`src/rtl/alu_pkg.sv`:
```
// Definitions shared by alu_top and its response consumers: op encodings,
// the decoded-record layout and the 8-bit signed range limits.
package alu_pkg;

  typedef enum logic [1:0] {
    OP_ADD = 2'b00,
    OP_SUB = 2'b01,
    OP_MUL = 2'b10,
    OP_DIV = 2'b11
  } op_t;

  localparam logic signed [15:0] S8_MIN = -16'sd128;
  localparam logic signed [15:0] S8_MAX = 16'sd127;

  typedef struct packed {
    op_t         op;
    logic [15:0] value;
    logic [7:0]  quot;
    logic [7:0]  rem;
    logic        zero;
    logic        neg;
    logic        ovf;
    logic        dbz;
  } rec_t;

  function automatic logic out_of_s8(input logic signed [15:0] v);
    return (v < S8_MIN) || (v > S8_MAX);
  endfunction

endpackage

```
`src/rtl/alu_resp_unpack.sv`:
```
// Combinational decode of one alu_top response into a record; every field
// not meaningful for the op is forced to zero.
module alu_resp_unpack
  import alu_pkg::*;
(
  input  logic [1:0]  op,
  input  logic [7:0]  a,
  input  logic [7:0]  b,
  input  logic [15:0] result,
  output rec_t        rec
);

  logic signed [8:0] diff;

  always_comb begin
    rec    = '0;
    rec.op = op_t'(op);
    diff   = $signed({a[7], a}) - $signed({b[7], b});
    case (op_t'(op))
      OP_ADD: begin
        rec.value = result;
        rec.ovf   = out_of_s8(result);
      end
      // alu_top only returns the wrapped low byte for sub, so overflow is
      // judged from the operands themselves.
      OP_SUB: begin
        rec.value = {{8{result[7]}}, result[7:0]};
        rec.ovf   = out_of_s8({{7{diff[8]}}, diff});
      end
      OP_MUL: begin
        rec.value = result;
      end
      default: begin
        rec.dbz = (b == 8'd0);
        if (!rec.dbz) begin
          rec.quot  = result[15:8];
          rec.rem   = result[7:0];
          rec.value = {{8{result[15]}}, result[15:8]};
        end
      end
    endcase
    rec.zero = (rec.value == 16'd0);
    rec.neg  = rec.value[15];
  end

endmodule

```
`src/rtl/alu_resp_decoder.sv`:
```
// Accepts alu_top responses, decodes them and queues the records in a small
// FIFO toward the consumer, with saturating accept/divide-by-zero counters.
module alu_resp_decoder
  import alu_pkg::*;
#(
  parameter int DEPTH = 4,
  parameter int CNT_W = 16
) (
  input  logic             clk,
  input  logic             rst,
  input  logic             in_valid,
  output logic             in_ready,
  input  logic [1:0]       in_op,
  input  logic [7:0]       in_a,
  input  logic [7:0]       in_b,
  input  logic [15:0]      in_result,
  output logic             out_valid,
  input  logic             out_ready,
  output logic [1:0]       out_op,
  output logic [15:0]      out_value,
  output logic [7:0]       out_quot,
  output logic [7:0]       out_rem,
  output logic             out_zero,
  output logic             out_neg,
  output logic             out_ovf,
  output logic             out_dbz,
  output logic [CNT_W-1:0] cnt_total,
  output logic [CNT_W-1:0] cnt_dbz
);

  localparam int AW    = $clog2(DEPTH);
  localparam int PTR_W = AW + 1;
  localparam logic [CNT_W-1:0] CNT_MAX = {CNT_W{1'b1}};

  rec_t             dec;
  rec_t             head;
  rec_t             mem [DEPTH];
  logic [PTR_W-1:0] wr_ptr_reg;
  logic [PTR_W-1:0] rd_ptr_reg;
  logic [CNT_W-1:0] cnt_total_reg;
  logic [CNT_W-1:0] cnt_dbz_reg;
  logic             full;
  logic             empty;
  logic             push;
  logic             pop;

  alu_resp_unpack u_unpack (
    .op     (in_op),
    .a      (in_a),
    .b      (in_b),
    .result (in_result),
    .rec    (dec)
  );

  // Extra pointer bit distinguishes full from empty when the indices match.
  assign empty = (wr_ptr_reg == rd_ptr_reg);
  assign full  = (wr_ptr_reg[AW] != rd_ptr_reg[AW]) &&
                 (wr_ptr_reg[AW-1:0] == rd_ptr_reg[AW-1:0]);

  assign in_ready  = !full;
  assign out_valid = !empty;
  assign push      = in_valid && !full;
  assign pop       = out_ready && !empty;

  always_ff @(posedge clk) begin
    if (push) begin
      mem[wr_ptr_reg[AW-1:0]] <= dec;
    end
  end

  always_ff @(posedge clk or posedge rst) begin
    if (rst) begin
      wr_ptr_reg    <= '0;
      rd_ptr_reg    <= '0;
      cnt_total_reg <= '0;
      cnt_dbz_reg   <= '0;
    end else begin
      if (push) begin
        wr_ptr_reg <= wr_ptr_reg + PTR_W'(1);
        if (cnt_total_reg != CNT_MAX) begin
          cnt_total_reg <= cnt_total_reg + CNT_W'(1);
        end
        if (dec.dbz && (cnt_dbz_reg != CNT_MAX)) begin
          cnt_dbz_reg <= cnt_dbz_reg + CNT_W'(1);
        end
      end
      if (pop) begin
        rd_ptr_reg <= rd_ptr_reg + PTR_W'(1);
      end
    end
  end

  // Memory is never reset; gating on empty keeps stale entries off the outputs.
  assign head = empty ? '0 : mem[rd_ptr_reg[AW-1:0]];

  assign out_op    = head.op;
  assign out_value = head.value;
  assign out_quot  = head.quot;
  assign out_rem   = head.rem;
  assign out_zero  = head.zero;
  assign out_neg   = head.neg;
  assign out_ovf   = head.ovf;
  assign out_dbz   = head.dbz;
  assign cnt_total = cnt_total_reg;
  assign cnt_dbz   = cnt_dbz_reg;

endmodule

```
`config.mk`:
```
export PLATFORM = sky130hd
export DESIGN_NAME = alu_resp_decoder
export DESIGN_NICKNAME = d
export VERILOG_FILES = /design/src/rtl/alu_pkg.sv /design/src/rtl/alu_resp_unpack.sv /design/src/rtl/alu_resp_decoder.sv
export SDC_FILE = /design/constraint.sdc
export NUM_CORES = 1
export LEC_CHECK = 0
export CAP_MARGIN = 5
export CORE_ASPECT_RATIO = 0.5
export CORE_MARGIN = 2
export CORE_UTILIZATION = 40
export CTS_BUF_LIST = sky130_fd_sc_hd__clkbuf_4
export CTS_CLUSTER_SIZE = 14
export DETAILED_ROUTE_END_ITERATION = 10
export DONT_BUFFER_PORTS = 1
export PLACE_DENSITY = 0.6
export SLEW_MARGIN = 20
export SYNTH_ARGS = -nofsm -noshare
export SYNTH_HDL_FRONTEND = slang
export SYNTH_SLANG_ARGS = --single-unit
```
`constraint.sdc`:
```
create_clock -name clk -period 3 [get_ports clk]
set_input_delay 0.3 -clock clk [delete_from_list [all_inputs] [get_ports clk]]
set_output_delay 0.3 -clock clk [all_outputs]
set_load 0.05 [all_outputs]
```
==> flow_summary.yaml, run 1 <==
critical_path:
  required_ns: 2.70
  worstSetupPathType: "reg2out"
  critPathCaptureType: "primary output"
  start_kind: "flop"
  worstPathMaxFanout: 39
  crit_arrival_ns: 2.37
global_routing:
  grt-ovfl-total: 0
  grt_max_degree: 41
  grt_use_met2: 0.253
  grt_pass1_vias: 4735
  grt.met3_usage: 0.0530
  top_usage_layer: "met2"
  grt_pass1_wl_um: 26600
  grt_use_total: 0.165
  met1_usage: 0.226
  antenna_found_initial: 1
synth:
  async_flop_share: 0.204
  ys_warn_count: 0
  yosys-top-cells-area: "edfxtp_1 (55%), dfrtp_1 (12%), mux4_2 (10%)"
  yosys.area.top_type: "edfxtp_1"
  netlist_instances: 508
  synth_cell_type_count: 47
  synth_seq_cells: 186
  synth_top_area_frac: 0.548
  synth_edf_count: 148
  ys_seq_area_frac: 0.665
  synth_fp_nets: 562
  syn_area_um2: 8110
  yosysMostFrequentCell: "edfxtp_1"
  synthTopCellsByCount: "edfxtp_1 (148), and2_1 (46), dfrtp_1 (38)"
  avgSynthCellArea_um2: 16.0
  synth_ff_type: "edfxtp_1"
placement:
  dpl.cell_count: 808
  dpl.hpwl_um: 10700
  io_buffers: 0
  dp_slack_ns: 0.641
  gp_congestion: 0.826
  place_area_um2: 9220
drt:
  vias: 4462
  drt_iter0_drc: 237
  ant_nets: 0
  drc: 0
  dr.pass1.iters: 5
  totalWireLength_um: 16800
  wl_per_cell_um: 19.7
  via_per_inst: 5.24
clock_tree:
  clk_latency_ns: 0.55
  cts_tree: "done"
  clock_tree.buffer_depth: 2
  path_clk_slew_ns: 0.16
  clock_sinks: 186
  cts-root-buf: "clkbuf_4"
  htreeDepth: 4
  cts_made_buffers: 17
die:
  io_pins: 110
  core.rowCount: 36
  initial_core_util: 0.412
  die_y_um: 105
  die_width_um: 205
  dieArea_um2: 21500
  core_um2: 19700
sta:
  fin_setup_tns_ns: 0
  slew_headroom: 0.295
  setup_ws_ns: 0.332
  finClkSkew_ns: 0.0263
  fmax_mhz: 375
  setup_violations: 0
  fin_crit_sh: 0.889
  worst_pin_slew_ns: 1.06
  hold_viol: 0
  period_minus_slack_ns: 2.67
  grt_setup_unrepaired: "false"
  maxSlewViolCount: 0
cells_and_area:
  instances_no_fill: 852
  stdcell_area_um2: 9610
  fillers: 1682
  largest_register_ffs: 148
  area_growth_pct: 18.5
  nets: 626
  postLayoutCoreUtil: 0.488
  drive_gt1_frac: 0.234
flow_run:
  maxCapViolCount: 0
pwr:
  power_leakage_nw: 3.53
  pwr-share-seq: 0.321
  vdd_ir_drop_max_v: 0.000742
  power_frac_comb: 0.561
  switching_power_mw: 4.73
  intPower_mw: 6.67
  netSwitchingFraction: 0.415
  clkPwrFrac: 0.117
  p_per_area_nw_per_um2: 1190
worst_hold_path:
  hp-class: "in2reg"
status:
  outcome: "finished, final reports clean"
[path summary, 6_finish.rpt]
check                              startpoint             to  slack [ns]  depth (start not counted)
worst max-delay path            rd_ptr_reg[0]   out_value[1]        0.33                          4
worst min-delay path             in_result[3]     mem[0][23]        0.06                          1
worst max register to register  wr_ptr_reg[0]     mem[0][34]        0.62                          3
worst min register to register  rd_ptr_reg[2]  rd_ptr_reg[2]        0.50                          1
max in group asynchronous                 rst   cnt_total[2]        1.94                          3
min in group asynchronous                 rst     cnt_dbz[4]        0.29                          2
[power by group through the flow]
stage | Combinational (mW) | Sequential [mW] | Clock [mW]
floorplan | 3.63 | 3.74 | 0
global placement | 6.47 | 3.70 | 0
detailed placement | 6.48 | 3.73 | 0
CTS | 6.51 | 3.67 | 1.38
global route | 6.72 | 3.72 | 1.47
finish | 6.40 | 3.66 | 1.34
[per-layer routing]
layer,share of wire,up-vias
met3,0.059,13
li1,-,2065
met4,0.013,0
met2,0.46,95
met1,0.46,2289
met5,0,-
[worst max-delay path: stages, from the launching register on]
cell	delay, ns
dfrtp_2	0.40
buf_6	0.47
mux4_2	0.59
and2_1	0.21
buf_12	0.15
[cells by family (layout without fill, tap and decap cells)]
group                      after synthesis  in the layout  share of synthesized area
and+or+nand+nor                        151            151                      0.111
muxes                                   40             40                      0.107
AOI/OAI and AO/OA                       37             37                     0.0302
buffers and inverters                   41            118                     0.0214
other                                    0              1                          0
xor gates and xnor gates                37             37                     0.0400
adders and majority gates               16             16                     0.0256
DFF                                    186            186                      0.665
[cell usage in the layout, fill, tap and decap left out, types with 10 or more instances in the layout]
cell type	n
edfxtp_1	148
and2_1	46
mux4_2	37
dfrtp_1	37
buf_12	37
xnor2_1	27
inv_1	22
nand2_1	20
clkbuf_4	18
nand3_1	17
ha_1	15
buf_4	15
o21ai_0	14
nor2_1	12
dlygate4sd3_1	11
xor2_1	10
nand4_1	10
nor3_1	10
[repair_timing]
action                                 4_1_cts  5_1_grt
resized for setup                            0        1
hold buffers                                11        0
setup endpoints to repair                    0       38
endpoints found under the hold margin       65        0
buffers inserted                             0        0
[cell type report]
class	count	area, µm²	area share
clock buffer	18	135	0.0141
sequential	186	5400	0.561
antenna	1	2.50	0.000260
multi-input combinational	281	2550	0.265
inverter	22	82.6	0.00859
tap	266	333	0.0346
timing repair buffer	64	975	0.101
clock inverter	14	140	0.0146
[per-stage QoR]
| step | hold WS, ns | power (mW) |
|---|---|---|
| 4_1_cts | 0.00552 | 11.6 |
| 3_5_place_dp | 0.357 | 10.2 |
| 3_3_place_gp | 0.350 | 10.2 |
| 2_1_floorplan | 0.399 | 7.38 |
| 6_report | 0.0630 | 11.4 |
| 5_1_grt | 0.00807 | 11.9 |
(Power assumes the default switching activity.)
==> run 2, diff against run 1 <==
--- a/config.mk
+++ b/config.mk
@@ -9,7 +9,8 @@
 export CORE_ASPECT_RATIO = 0.5
 export CORE_MARGIN = 2
 export CORE_UTILIZATION = 40
-export CTS_BUF_LIST = sky130_fd_sc_hd__clkbuf_4
+export CTS_BUF_LIST = sky130_fd_sc_hd__clkbuf_8 sky130_fd_sc_hd__clkbuf_16
+export CTS_CLUSTER_DIAMETER = 40
 export CTS_CLUSTER_SIZE = 14
 export DETAILED_ROUTE_END_ITERATION = 10
 export DONT_BUFFER_PORTS = 1
==> run 2 against run 1 <==
Net effect:
- non-clock buffer count is 8 lower
- worst hold slack gained 0.011 ns
- sequential cell count did not move
- setup slack worse by 0.017 ns
- critical endpoint unchanged
==> flow_summary.yaml, run 2 (synthesis results as in run 1) <==
status:
  outcome: "finished, final reports clean"
cells_and_area:
  postLayoutCoreUtil: 0.499
  fillers: 1657
  area_growth_pct: 21.1
  drive_gt1_frac: 0.236
  nets: 618
  final_cell_mix: "edfxtp_1 (148), and2_1 (46), mux4_2 (37), dfrtp_1 (37), buf_12 (37)"
  antennaDiodeCount: 0
  largest_register_ffs: 148
  instances_no_fill: 843
  mostFrequentLayoutCell: "edfxtp_1"
drt:
  wl_per_cell_um: 19.6
  drc: 0
  dr.pass1.iters: 5
  drt_iter0_drc: 238
  totalWireLength_um: 16500
  ant_nets: 0
  vias: 4438
  via_per_inst: 5.26
clock_tree:
  cts-root-buf: "clkbuf_16"
  cts_made_buffers: 17
  post_cts_buffers: 0
  clk_latency_ns: 0.42
  htreeDepth: 4
  cts_tree: "done"
  path_clk_slew_ns: 0.07
  clock_sinks: 186
  cts_resized: 0
  clock_tree.buffer_depth: 2
die:
  core_um2: 19700
  dieArea_um2: 21500
  initial_core_util: 0.412
  die_width_um: 205
  die_y_um: 105
  core.rowCount: 36
  io_pins: 110
pwr:
  switching_power_mw: 4.82
  p_per_area_nw_per_um2: 1240
  pwr-share-seq: 0.300
  clkPwrFrac: 0.178
  power_leakage_nw: 3.62
  intPower_mw: 7.38
  power_frac_comb: 0.522
  vdd_ir_drop_max_v: 0.000745
  netSwitchingFraction: 0.395
placement:
  dpl.cell_count: 808
  io_buffers: 0
  gp_congestion: 0.826
  dpl.hpwl_um: 10700
sta:
  slew_headroom: 0.316
  hold_viol: 0
  period_minus_slack_ns: 2.69
  setup_violations: 0
  fmax_mhz: 372
  worst_pin_slew_ns: 1.03
  grt_setup_unrepaired: "false"
  fin_crit_sh: 0.895
  finClkSkew_ns: 0.00967
  fin_setup_tns_ns: 0
  maxSlewViolCount: 0
flow_run:
  maxCapViolCount: 0
critical_path:
  worstPathCellList: "buf_4 > mux4_2 > and2_1 > buf_12"
  critPathCaptureType: "primary output"
  critPathMaxStageDelay_ns: 0.62
  worstSetupPathType: "reg2out"
  required_ns: 2.70
  start_kind: "flop"
  cpLargestDelayFamily: "buffers and inverters"
  cpMaxStageDelayCell: "buf_4"
  worstPathMaxFanout: 39
  crit_buf_inv: 2
  crit_arrival_ns: 2.39
global_routing:
  antenna_found_initial: 0
  grt_pass1_wl_um: 26400
  grt_pass1_vias: 4686
  grt_use_total: 0.164
  grt_max_degree: 41
  grt-ovfl-total: 0
worst_hold_path:
  hp-class: "in2reg"
[run 2: worst paths after layout]
check                              startpoint       endpoint  slack [ns]  cells past startpoint
min in group asynchronous                 rst     cnt_dbz[3]        0.44                      2
worst max register to register  wr_ptr_reg[0]     mem[3][25]        0.65                      3
max in group asynchronous                 rst    cnt_dbz[11]        1.81                      3
worst max-delay path            rd_ptr_reg[0]   out_value[1]        0.31                      4
worst min-delay path                out_ready  rd_ptr_reg[0]        0.07                      2
worst min register to register  rd_ptr_reg[2]  rd_ptr_reg[2]        0.50                      1
[run 2: metal layers]
layer	up-vias	part of all wire	track usage
met5	-	0	0
met2	100	0.47	0.250
met3	18	0.061	0.0521
met1	2271	0.46	0.222
li1	2049	-	-
met4	0	0.013	0.0540
[run 2: power by group through the flow]
stage / clock network [mW] / registers [mW] / logic [mW]
after floorplan: 0 / 3.74 / 3.63
final: 2.17 / 3.66 / 6.37
after global routing: 2.30 / 3.72 / 6.71
after detailed placement: 0 / 3.73 / 6.48
after CTS: 2.20 / 3.67 / 6.49
after global placement: 0 / 3.70 / 6.47
[run 2: metrics by stage]
stage / hold WS (ns) / setup WS (ns) / cell area (µm²) / total power, mW
2_1_floorplan: 0.399 / 0.474 / 8110 / 7.38
3_3_place_gp: 0.350 / 0.648 / 9220 / 10.2
3_5_place_dp: 0.357 / 0.641 / 9220 / 10.2
4_1_cts: 0.0591 / 0.213 / 9820 / 12.4
5_1_grt: 0.0769 / 0.131 / 9820 / 12.7
6_report: 0.0741 / 0.315 / 9820 / 12.2
[run 2: cell type report]
cell class | instances | area (µm²) | share of cell area
timing repair buffer | 56 | 891 | 0.0907
inverter | 22 | 82.6 | 0.00841
clock buffer | 17 | 425 | 0.0433
clock inverter | 15 | 144 | 0.0147
sequential | 186 | 5400 | 0.550
tap | 266 | 333 | 0.0339
multi-input combinational | 281 | 2550 | 0.259
[run 2: what timing repair did]
item	CTS	global route
hold buffers	3	0
setup endpoints to repair	0	0
endpoints found under the hold margin	26	0
==> run 3, diff against run 2 <==
--- a/config.mk
+++ b/config.mk
@@ -14,7 +14,7 @@
 export CTS_CLUSTER_SIZE = 14
 export DETAILED_ROUTE_END_ITERATION = 10
 export DONT_BUFFER_PORTS = 1
-export PLACE_DENSITY = 0.6
+export PLACE_DENSITY = 0.62
 export SLEW_MARGIN = 20
 export SYNTH_ARGS = -nofsm -noshare
 export SYNTH_HDL_FRONTEND = slang
==> constraint.sdc (replaced) <==
create_clock -name clk -period 2.43 [get_ports clk]
set_input_delay 0.243 -clock clk [delete_from_list [all_inputs] [get_ports clk]]
set_output_delay 0.243 -clock clk [all_outputs]
set_load 0.05 [all_outputs]
==> run 3 against run 2 <==
Net effect:
- setup slack got worse by 0.21 ns
- sequential power increased by 20%
- die area unchanged
- combinational power increased by 30%
- largest cell class unchanged
==> flow_summary.yaml, run 3 (synthesis results as in run 1) <==
status:
  outcome: "finished, final reports clean"
cells_and_area:
  antennaDiodeCount: 0
  fillers: 1591
  drive_gt1_frac: 0.280
  final_cell_mix: "edfxtp_1 (148), and2_1 (46), buf_4 (43)"
  nets: 650
  stdcell_area_um2: 10200
  largest_register_ffs: 148
  mostFrequentLayoutCell: "edfxtp_1"
  area_growth_pct: 25.6
die:
  core.rowCount: 36
  initial_core_util: 0.412
  core_um2: 19700
  die_y_um: 105
  dieArea_um2: 21500
  io_pins: 110
  die_width_um: 205
drt:
  drt_iter0_drc: 413
  ant_nets: 0
  dr.pass1.iters: 4
  drc: 0
  totalWireLength_um: 17000
  vias: 4550
  via_per_inst: 5.21
  wl_per_cell_um: 19.4
clock_tree:
  post_cts_buffers: 0
  cts_made_buffers: 17
  clock_sinks: 186
  clock_tree.buffer_depth: 2
  cts-root-buf: "clkbuf_16"
  path_clk_slew_ns: 0.07
  clk_latency_ns: 0.43
  cts_tree: "done"
  htreeDepth: 4
worst_hold_path:
  hp-class: "in2reg"
pwr:
  switching_power_mw: 6.07
  p_per_area_nw_per_um2: 1540
  vdd_ir_drop_max_v: 0.000869
  pwr-share-seq: 0.281
  intPower_mw: 9.58
  power_leakage_nw: 3.85
  power_frac_comb: 0.531
  clkPwrFrac: 0.188
  totalPowerFinal_mw: 15.6
  netSwitchingFraction: 0.388
critical_path:
  critPathCaptureType: "primary output"
  crit_buf_inv: 2
  crit_arrival_ns: 2.08
  critPathMaxStageDelay_ns: 0.48
  start_kind: "flop"
  worstPathMaxFanout: 39
  worstSetupPathType: "reg2out"
  worstPathCellList: "buf_4 > mux4_2 > and2_1 > buf_12"
  cpLargestDelayFamily: "buffers and inverters"
  cpMaxStageDelayCell: "buf_4"
  required_ns: 2.19
sta:
  holdWs_ns: 0.0354
  slew_headroom: 0.321
  finClkSkew_ns: 0.0143
  grt_setup_unrepaired: "false"
  setup_violations: 0
  fin_setup_tns_ns: 0
  hold_viol: 0
  fin_crit_sh: 0.957
  worst_pin_slew_ns: 1.02
  maxSlewViolCount: 0
  period_minus_slack_ns: 2.32
  setup_ws_ns: 0.105
  fmax_mhz: 430
placement:
  io_buffers: 0
  place_area_um2: 9490
  gp_congestion: 0.777
  dp_slack_ns: 0.297
  dpl.hpwl_um: 11200
global_routing:
  grt-ovfl-total: 0
  grt_pass1_vias: 4671
  grt_pass1_wl_um: 26800
  grt_max_degree: 41
  antenna_found_initial: 0
  grt_use_total: 0.169
flow_run:
  maxCapViolCount: 0
[run 3: cell count changes in the layout (fill, tap and decap cells not counted), sizes merged]
cell,change
bufinv,+2
inv,+2
buf,+31
clkbuf,+1
clkinvlp,-2
clkinv,-3
[run 3: per-layer routing]
metal	global-route usage	share of wire	wire (µm)
met4	0.0647	0.018	301
met5	0	0	0
met1	0.230	0.46	7740
met3	0.0440	0.055	941
met2	0.259	0.47	7980
[run 3: repair_timing]
item,in CTS,in global routing
endpoints found under the setup margin,0,13
resized for setup,0,2
hold endpoints to repair,46,0
hold buffers,3,0
[run 3: final cells by class]
| class | count | area (µm²) | share of cell area |
|---|---|---|---|
| inverter | 22 | 82.6 | 0.00810 |
| tap | 266 | 333 | 0.0327 |
| sequential | 186 | 5400 | 0.530 |
| timing repair buffer | 88 | 1200 | 0.117 |
| clock buffer | 17 | 425 | 0.0417 |
| multi-input combinational | 281 | 2550 | 0.250 |
| clock inverter | 14 | 209 | 0.0205 |
[run 3: power groups by stage]
stage	clock network [mW]	registers, mW	logic (mW)
final	2.94	4.40	8.31
after global placement	0	4.42	8.34
after floorplan	0	4.61	4.49
after CTS	2.99	4.39	8.37
after detailed placement	0	4.45	8.35
after global routing	3.14	4.45	8.72
[run 3: worst paths after layout]
| check | slack [ns] | endpoint | start | cells past startpoint |
|---|---|---|---|---|
| setup / recovery | 0.11 | out_value[4] | rd_ptr_reg[1] | 4 |
| hold / removal | 0.04 | rd_ptr_reg[2] | out_ready | 2 |
| setup reg to reg | 0.27 | mem[1][15] | rd_ptr_reg[0] | 3 |
| hold reg to reg | 0.49 | wr_ptr_reg[2] | wr_ptr_reg[2] | 1 |
| max in group asynchronous | 1.69 | rd_ptr_reg[0] | rst | 3 |
| min in group asynchronous | 0.38 | cnt_total[15] | rst | 3 |
[run 3: stage by stage]
| step | cells | utilization |
|---|---|---|
| CTS | 873 | 0.516 |
| detailed placement | 839 | 0.482 |
| floorplan | 508 | - |
| global route | 874 | 0.518 |
| finish | 874 | 0.518 |
| global placement | 839 | 0.482 |
